$ cat src/rtl/ddr_wr_ts_pkg.sv
// Shared types and constants for the DDR write-burst tristate sequencer.
package ddr_wr_ts_pkg;

   typedef enum logic [2:0] {IDLE, WAIT, PRE, BURST, POST} state_e;

   localparam int unsigned PRE_CYC_DEF  = 1;
   localparam int unsigned POST_CYC_DEF = 1;

   localparam logic TS_HIZ = 1'b1;
   localparam logic TS_DRV = 1'b0;

   function automatic int unsigned cnt_width(input int unsigned bl_w, input int unsigned wl_w);
      int unsigned w;
      w = 3;
      if (bl_w > w) w = bl_w;
      if (wl_w > w) w = wl_w;
      return w;
   endfunction

endpackage

$ cat src/rtl/ddr_wr_ts_cnt.sv
// Loadable down-counter that stops at zero; tc flags zero now, tc_nxt flags zero after this edge.
module ddr_wr_ts_cnt #(
   parameter int unsigned W = 4
) (
   input  logic         clk,
   input  logic         rst_n,
   input  logic         load,
   input  logic [W-1:0] load_val,
   output logic         tc,
   output logic         tc_nxt
);

   logic [W-1:0] cnt_q;
   logic [W-1:0] cnt_d;

   always_comb begin
      cnt_d = cnt_q;
      if (load)
         cnt_d = load_val;
      else if (cnt_q != '0)
         cnt_d = cnt_q - W'(1);
   end

   always_ff @(posedge clk or negedge rst_n) begin
      if (!rst_n)
         cnt_q <= '0;
      else
         cnt_q <= cnt_d;
   end

   assign tc     = (cnt_q == '0);
   assign tc_nxt = (cnt_d == '0);

endmodule

$ cat src/rtl/ddr_wr_ts_ctrl.sv
// Write-burst sequencer driving DQ/DQS tristate controls and write-FIFO pops.
// Optional ODT_EN output enabled by defining DDR_WR_TS_ODT_EN.
module ddr_wr_ts_ctrl
   import ddr_wr_ts_pkg::*;
#(
   parameter int unsigned BL_W     = 4,
   parameter int unsigned WL_W     = 3,
   parameter int unsigned PRE_CYC  = PRE_CYC_DEF,
   parameter int unsigned POST_CYC = POST_CYC_DEF
) (
   input  logic            SCLK,
   input  logic            RSTN,
   input  logic            REQ_VALID,
   output logic            REQ_READY,
   input  logic [BL_W-1:0] REQ_LEN,
   input  logic [WL_W-1:0] WL,
   output logic            TS_DQ,
   output logic            TS_DQS,
   output logic            DATA_RD,
   output logic            BUSY
`ifdef DDR_WR_TS_ODT_EN
  ,output logic            ODT_EN
`endif
);

   localparam int unsigned   CW        = cnt_width(BL_W, WL_W);
   localparam logic [CW-1:0] PRE_LOAD  = CW'(PRE_CYC - 1);
   localparam logic [CW-1:0] POST_LOAD = CW'(POST_CYC - 1);

   state_e          state_q, state_d;
   logic [BL_W-1:0] len_q, len_d;
   logic            ts_dq_q, ts_dq_d;
   logic            ts_dqs_q, ts_dqs_d;
   logic            data_rd_q, data_rd_d;
   logic            busy_q, busy_d;
   logic            req_ready_q, req_ready_d;
   logic            load;
   logic [CW-1:0]   load_val;
   logic            cnt_tc, cnt_tc_nxt;
   logic            accept;

   assign accept = REQ_VALID & req_ready_q;

   ddr_wr_ts_cnt #(.W(CW)) u_cnt (
      .clk      (SCLK),
      .rst_n    (RSTN),
      .load     (load),
      .load_val (load_val),
      .tc       (cnt_tc),
      .tc_nxt   (cnt_tc_nxt)
   );

   always_comb begin
      state_d  = state_q;
      len_d    = len_q;
      load     = 1'b0;
      load_val = '0;
      case (state_q)
         IDLE: if (accept) begin
            len_d = REQ_LEN;
            load  = 1'b1;
            if (WL != '0) begin
               state_d  = WAIT;
               load_val = CW'(WL - WL_W'(1));
            end else begin
               state_d  = PRE;
               load_val = PRE_LOAD;
            end
         end
         WAIT: if (cnt_tc) begin
            state_d  = PRE;
            load     = 1'b1;
            load_val = PRE_LOAD;
         end
         PRE: if (cnt_tc) begin
            state_d  = BURST;
            load     = 1'b1;
            load_val = CW'(len_q);
         end
         BURST: if (cnt_tc) begin
            load = 1'b1;
            if (accept) begin
               len_d    = REQ_LEN;
               load_val = CW'(REQ_LEN);
            end else begin
               state_d  = POST;
               load_val = POST_LOAD;
            end
         end
         POST: if (cnt_tc) state_d = IDLE;
         default: state_d = IDLE;
      endcase
   end

   // Handshake and BUSY track the next state; pad controls are decoded from
   // the current state and so trail the state by one cycle.
   always_comb begin
      req_ready_d = (state_d == IDLE) ||
                    ((state_d == BURST) && cnt_tc_nxt && (WL == '0));
      busy_d      = (state_d != IDLE);
      ts_dq_d     = (state_q == BURST) ? TS_DRV : TS_HIZ;
      ts_dqs_d    = (state_q inside {PRE, BURST, POST}) ? TS_DRV : TS_HIZ;
      data_rd_d   = (state_q == BURST);
   end

   always_ff @(posedge SCLK or negedge RSTN) begin
      if (!RSTN) begin
         state_q     <= IDLE;
         len_q       <= '0;
         ts_dq_q     <= TS_HIZ;
         ts_dqs_q    <= TS_HIZ;
         data_rd_q   <= 1'b0;
         busy_q      <= 1'b0;
         req_ready_q <= 1'b0;
      end else begin
         state_q     <= state_d;
         len_q       <= len_d;
         ts_dq_q     <= ts_dq_d;
         ts_dqs_q    <= ts_dqs_d;
         data_rd_q   <= data_rd_d;
         busy_q      <= busy_d;
         req_ready_q <= req_ready_d;
      end
   end

   assign REQ_READY = req_ready_q;
   assign TS_DQ     = ts_dq_q;
   assign TS_DQS    = ts_dqs_q;
   assign DATA_RD   = data_rd_q;
   assign BUSY      = busy_q;

`ifdef DDR_WR_TS_ODT_EN
   logic odt_q, odt_d;

   // Follows DQS drive and holds one cycle past its release.
   always_comb begin
      odt_d = (ts_dqs_d == TS_DRV) || (ts_dqs_q == TS_DRV);
   end

   always_ff @(posedge SCLK or negedge RSTN) begin
      if (!RSTN)
         odt_q <= 1'b0;
      else
         odt_q <= odt_d;
   end

   assign ODT_EN = odt_q;
`endif

   wl_stable_a: assert property (@(posedge SCLK) disable iff (!RSTN) busy_q |-> $stable(WL));

endmodule

$ cat config.mk
export PLATFORM = sky130hd
export DESIGN_NAME = ddr_wr_ts_ctrl
export DESIGN_NICKNAME = d
export VERILOG_FILES = /design/src/rtl/ddr_wr_ts_pkg.sv /design/src/rtl/ddr_wr_ts_cnt.sv /design/src/rtl/ddr_wr_ts_ctrl.sv
export SDC_FILE = /design/constraint.sdc
export NUM_CORES = 1
export LEC_CHECK = 0
export BUFFER_PORTS_ARGS = -buffer_cell sky130_fd_sc_hd__buf_2
export CAP_MARGIN = 0
export CORE_MARGIN = 5
export CORE_UTILIZATION = 40
export CTS_CLUSTER_SIZE = 28
export DETAILED_ROUTE_END_ITERATION = 16
export PLACE_DENSITY_LB_ADDON = 0.12
export SETUP_SLACK_MARGIN = 0.15
export SLEW_MARGIN = 10
export SYNTH_ARGS = -nofsm -noshare
export SYNTH_HDL_FRONTEND = slang
export SYNTH_SLANG_ARGS = --single-unit
$ cat constraint.sdc
create_clock -name SCLK -period 6.32 [get_ports SCLK]
set_input_delay 1.264 -clock SCLK [delete_from_list [all_inputs] [get_ports SCLK]]
set_output_delay 1.264 -clock SCLK [all_outputs]
set_load 0.1 [all_outputs]
* After elaboration in Yosys (flattened, before gate mapping)
Cells that the tools add are included. Widths: inputs -> output; s select.
Word-level totals: flip-flop bits (word level) 16, logic and storage cells 56, bits of input ports 10, output and inout port bits 5
Cells by class: bitwise operators 1, eq/ne operators 6, mux-type cells 24, reductions and logical operators 15, add/sub/neg operators 2
Operator list (count):
- $mux 4 | 9
- $mux 3 | 6
- $pmux 3 s5 | 1
- $pmux 4 s3 | 1
- $eq 3x2->1 const B | 3
- $logic_not 3->1 | 3
- $reduce_bool 3->1 | 3
- $logic_not 4->1 | 2
- $pmux 4 s2 | 1
- $mux 1 | 4
- $reduce_bool 4->1 | 1
- $sub 3x1->4 const B | 1
- $sub 4x1->4 const B | 1
- $eq 3x1->1 const B | 1
- $eq 3x3->1 const B | 1
- $reduce_or 3->1 | 1
- $logic_and 1x1->1 | 2
- $mux 2 | 1
- $ne 2x1->1 const B | 1
- $pmux 1 s2 | 1
- $reduce_and 2->1 | 1
- $reduce_bool 2->1 | 1
- $and 1x1->1 | 1
- $logic_or 1x1->1 | 1

* Logic depth before layout (Yosys ltp)
depth in word-level cells 9, depth in mapped cells 9, depth with buffers taken out 7

* Modules after synthesis
Synthesis repeated with hierarchy kept, for this count alone.
Unflattened totals: cells, all modules 91, area total of the unflattened synthesis 912.1 µm²
Modules (own cells, without submodules):
- ddr_wr_ts_ctrl | area an instance 663.1 µm², times used 1, seq. area each 302.8 µm², cells each 68
- ddr_wr_ts_cnt | area an instance 249.0 µm², times used 1, seq. area each 100.1 µm², cells each 23

* Least setup slack after synthesis
No wires, ideal clock.
path kind input to register, start input port WL[0], end register req_ready_q, in the netlist REQ_READY, path buffers 0, setup time 0.092 ns, data required time 6.228 ns, stages on the path 7, arrival time 2.610 ns, path slack 3.619 ns, path through nor2_1 inv_1 ha_1 or3_1 a221o_1 nand4b_4 o31ai_2
Between the ends: word-level cells in the longest chain between the ends 9, elaborated cells on any way between the ends 16, classes of those cells 1 x add/sub; 1 x eq/ne; 7 x mux; 7 x reduce/logical
RTL lines:
- from (decl) | RTL line ddr_wr_ts_ctrl.sv:16 | input logic [WL_W-1:0] WL,
- $sub 3x1->4 / $reduce_bool 3->1 (equally long branches) | RTL line ddr_wr_ts_ctrl.sv:64, ddr_wr_ts_ctrl.sv:62
- $mux 4 * | RTL line ddr_wr_ts_ctrl.sv:62 | if (WL != '0) begin
- $mux 4 * | RTL line ddr_wr_ts_ctrl.sv:59 | IDLE: if (accept) begin
- $pmux 4 s3 * | RTL line ddr_wr_ts_ctrl.sv:58 | case (state_q)
- $mux 4 * | RTL line ddr_wr_ts_cnt.sv:18 | if (load)
- named net u_cnt.cnt_d[2] | RTL line ddr_wr_ts_cnt.sv:14 | logic [W-1:0] cnt_d;
- $logic_not 4->1 * | RTL line ddr_wr_ts_cnt.sv:32 | assign tc_nxt = (cnt_d == '0);
- $logic_and 1x1->1 * (2 in series) | RTL line ddr_wr_ts_ctrl.sv:99 | ((state_d == BURST) && cnt_tc_nxt && (WL == '0));
- $logic_or 1x1->1 * | RTL line ddr_wr_ts_ctrl.sv:98 | req_ready_d = (state_d == IDLE) ||
- named net req_ready_d | RTL line ddr_wr_ts_ctrl.sv:36 | logic req_ready_q, req_ready_d;
- to (signal assigned) | RTL line ddr_wr_ts_ctrl.sv:122 | req_ready_q <= req_ready_d;
- to (decl) | RTL line ddr_wr_ts_ctrl.sv:36
Mark *: on every way through the listed nets, which the timed path passes. The rest lies on a longest branch. A chain may end at the register's enable or synchronous reset.

* Worst setup path after layout
Ends and elaborated chain as after synthesis.

==> metrics.csv <==
stage;metric;value;unit
run_status;run status;completed;
pwr;pwr dens;545;nW/um^2
die;die area;3430;um^2
route;total number of vias;767;
timing;Worst-Margin Slew;0.485;ns
timing;Final Setup Violations;0;
route;overall routed net length;1.98;mm
clock_network;Post-CTS Hold Fix Bufs;0;
logic_synthesis;Post-Syn Area;945;um^2
route;TritonRoute pass-1 iters;4;
route;number of DRC markers in iteration 0;8;
finish;fin nets;124;
logic_synthesis;Syn Inst Count;97;
logic_synthesis;Seq/Total Area, Yosys;0.426;
setup_path;WP data required;6.52;ns
route;number of remaining DRC errors;0;
logic_synthesis;syn nets;110;
die;Initial Util;0.423;
clock_network;CTS H-tree lvls;1;
logic_synthesis;Yosys top cell area share;0.371;
finish;Ant. Diodes;0;
timing;fin crit period;2.63;ns
die;core area;2230;um^2
clock_network;cts bufs inserted;3;
setup_path;reg2reg start;u_cnt.cnt_q[0];
hold_path;Worst Hold Depth;1;
clock_network;clock tree buffer depth;2;
die;Rows;17;
finish;Filler cells;218;
timing;Final Max Slew Viols;0;
global_routing;total track usage;0.131;
finish;Finished Layout Cells;138;
placement;GP Congestion;0.765;
finish;synth-to-layout area growth;12.6;%
clock_network;clock tree sinks;16;
global_routing;global-route wire length before repair;3.46;mm
logic_synthesis;Synth area leader;dfrtp_1;
clock_network;clock root buffer;clkbuf_4;
global_routing;vias in the first global route;763;
timing;Fmax achieved;0.380;GHz
route;WL per Instance;14.3;um
logic_synthesis;warnings from Yosys;0;
route;vias per inst;5.56;
pwr;peak supply drop;0.000269;V
die;Die Y;58.6;um
setup_path;Critical Path AT;2.83;ns
timing;clk_skew;0.00378;ns
logic_synthesis;FFs w/ async S/R, synth;1.00;
job;Max Cap Viol;0;
logic_synthesis;Yosys reg bits;16;
setup_path;flop-to-flop setup slack;4.05;ns
die;io pins;15;
setup_path;CP max FO;4;
clock_network;postcts setup bufs;0;
pwr;power consumption;579;uW
logic_synthesis;mean post-synth cell area;9.74;um^2
clock_network;post_cts resized;0;
placement;detailed placer's ending HPWL;1.55;mm
setup_path;R2R depth;6;
timing;RSZ-0062 raised after global routing;no;
setup_path;CP Class;primary input to flop;
logic_synthesis;Synth Flop Type;dfrtp_1;
die;Die Span X;58.6;um
hold_path;HP Start;len_q[1];
finish;ratio of cells with drive above 1 in the final layout;0.236;
timing;Hold Vio Cnt, Final;0;
clock_network;Clock Latency Late Sink;0.28;ns
route;Routed Antenna Nets;0;
logic_synthesis;count of cell types in the netlist;41;
hold_path;Hold Crit Class;flop to flop;
pwr;Leak;0.000481;uW
global_routing;grt ovf;0;
placement;placed insts;134;
placement;# port buffers;14;
logic_synthesis;leading post-synthesis cells by cell area;dfrtp_1 37%, dfstp_2 5.6%, ha_1 4.0%;
clock_network;CTS tree;done;
setup_path;Worst setup EP type;flop;
clock_network;clock slew at reported path FFs;0.10;ns
global_routing;antenna violations before repair;0;
global_routing;pin count of the biggest net entering global routing;17;
setup_path;startpoint types;primary input;
setup_path;worst reg2reg path endpoint;len_q[1];
timing;Setup TNS;0;ns
hold_path;hold endpoint;len_q[1];
timing;Slew headroom;0.675;
timing;Period Utilization, post-route;0.416;
logic_synthesis;EDFF count, synth;0;
cell usage after synthesis, types with 2 or more instances:
master	instances
nand2_1	8
clkbuf_1	2
or3_1	3
nor2_1	6
buf_2	3
inv_1	8
mux2_1	2
nand3_1	3
a221oi_1	2
dfstp_2	2
nand3b_1	2
a21oi_1	4
o21ai_1	4
nor4_1	4
ha_1	3
dfrtp_1	14
nor3_1	2
o21ai_0	2
power by group:
part	internal, uW	leakage (uW)	switching [uW]
combinational	100	0.000269	212
sequential	154	0.000192	45.4
clock	35.0	0.0000210	33.4
worst max path at each step:
stage                     end  start  slack (ns)  cells past startpoint
finish              REQ_READY  WL[0]        3.69                      8
global route        REQ_READY  WL[0]        3.65                      8
CTS                 REQ_READY  WL[0]        3.70                      8
detailed placement  REQ_READY  WL[0]        3.40                      8
global placement    REQ_READY  WL[0]        3.45                      8
floorplan           REQ_READY  WL[0]        3.62                      7
layout make-up:
class	count	area (um^2)	area share
Multi-Input combinational cell	68	489	0.460
Sequential cell	16	403	0.379
Timing Repair Buffer	14	70.1	0.0659
Clock buffer	4	36.3	0.0341
Tap cell	28	35.0	0.0329
Inverter	8	30.0	0.0282
metal layers:
layer	vias to the layer above	global-route usage	share of wire
li1	382	-	-
met4	0	0.0615	0.0071
met3	2	0.0197	0.048
met5	-	0	0
met1	365	0.179	0.47
met2	18	0.203	0.47
logic make-up after synthesis:
logic type               after synthesis  share of synthesized area
adder cells (fa/ha/maj)                3                     0.0397
multiplexers                           4                     0.0464
buffers and inverters                 13                     0.0556
AO/OA/AOI/OAI                         23                      0.181
AND/OR/NAND/NOR                       38                      0.250
flip-flops                            16                      0.426
flip-flops by register name (all words and copies together) (netlist names):
register,count
DATA_RD,1
u_cnt.cnt_q,4
TS_DQS,1
BUSY,1
TS_DQ,1
REQ_READY,1
state_q,3
len_q,4
placed cells by master, fill, tap and decap left out, types with 2 or more instances in the layout:
master | netlist | routed
nand3b_1 | 2 | 2
nand2_1 | 8 | 8
buf_2 | 3 | 14
nor3_1 | 2 | 2
or3_1 | 3 | 3
dfstp_2 | 2 | 2
clkbuf_4 | 0 | 3
ha_1 | 3 | 3
nand3_1 | 3 | 3
nor2_1 | 6 | 6
inv_1 | 8 | 8
o21ai_1 | 4 | 4
o21ai_0 | 2 | 2
a21oi_1 | 4 | 4
nor4_1 | 4 | 4
dfrtp_1 | 14 | 14
a221oi_1 | 2 | 2
mux2_1 | 2 | 2
critical path: stages:
cell	delay, ns
buf_2	0.12
nor2_1	0.17
inv_1	0.06
ha_1	0.17
or3_1	0.34
a221o_1	0.33
nand4b_4	0.17
o31ai_2	0.20
through the flow:
| stage | hold WS (ns) | instance area (um^2) | setup slack, ns | util |
|---|---|---|---|---|
| detailed placement | 0.476 | 1030 | 3.40 | 0.460 |
| finish | 0.497 | 1060 | 3.69 | 0.476 |
| global route | 0.549 | 1060 | 3.65 | 0.476 |
| global placement | 0.470 | 1030 | 3.45 | 0.460 |
| floorplan | 0.458 | 945 | 3.62 | - |
| CTS | 0.500 | 1060 | 3.70 | 0.476 |
(Power assumes the default switching activity.)
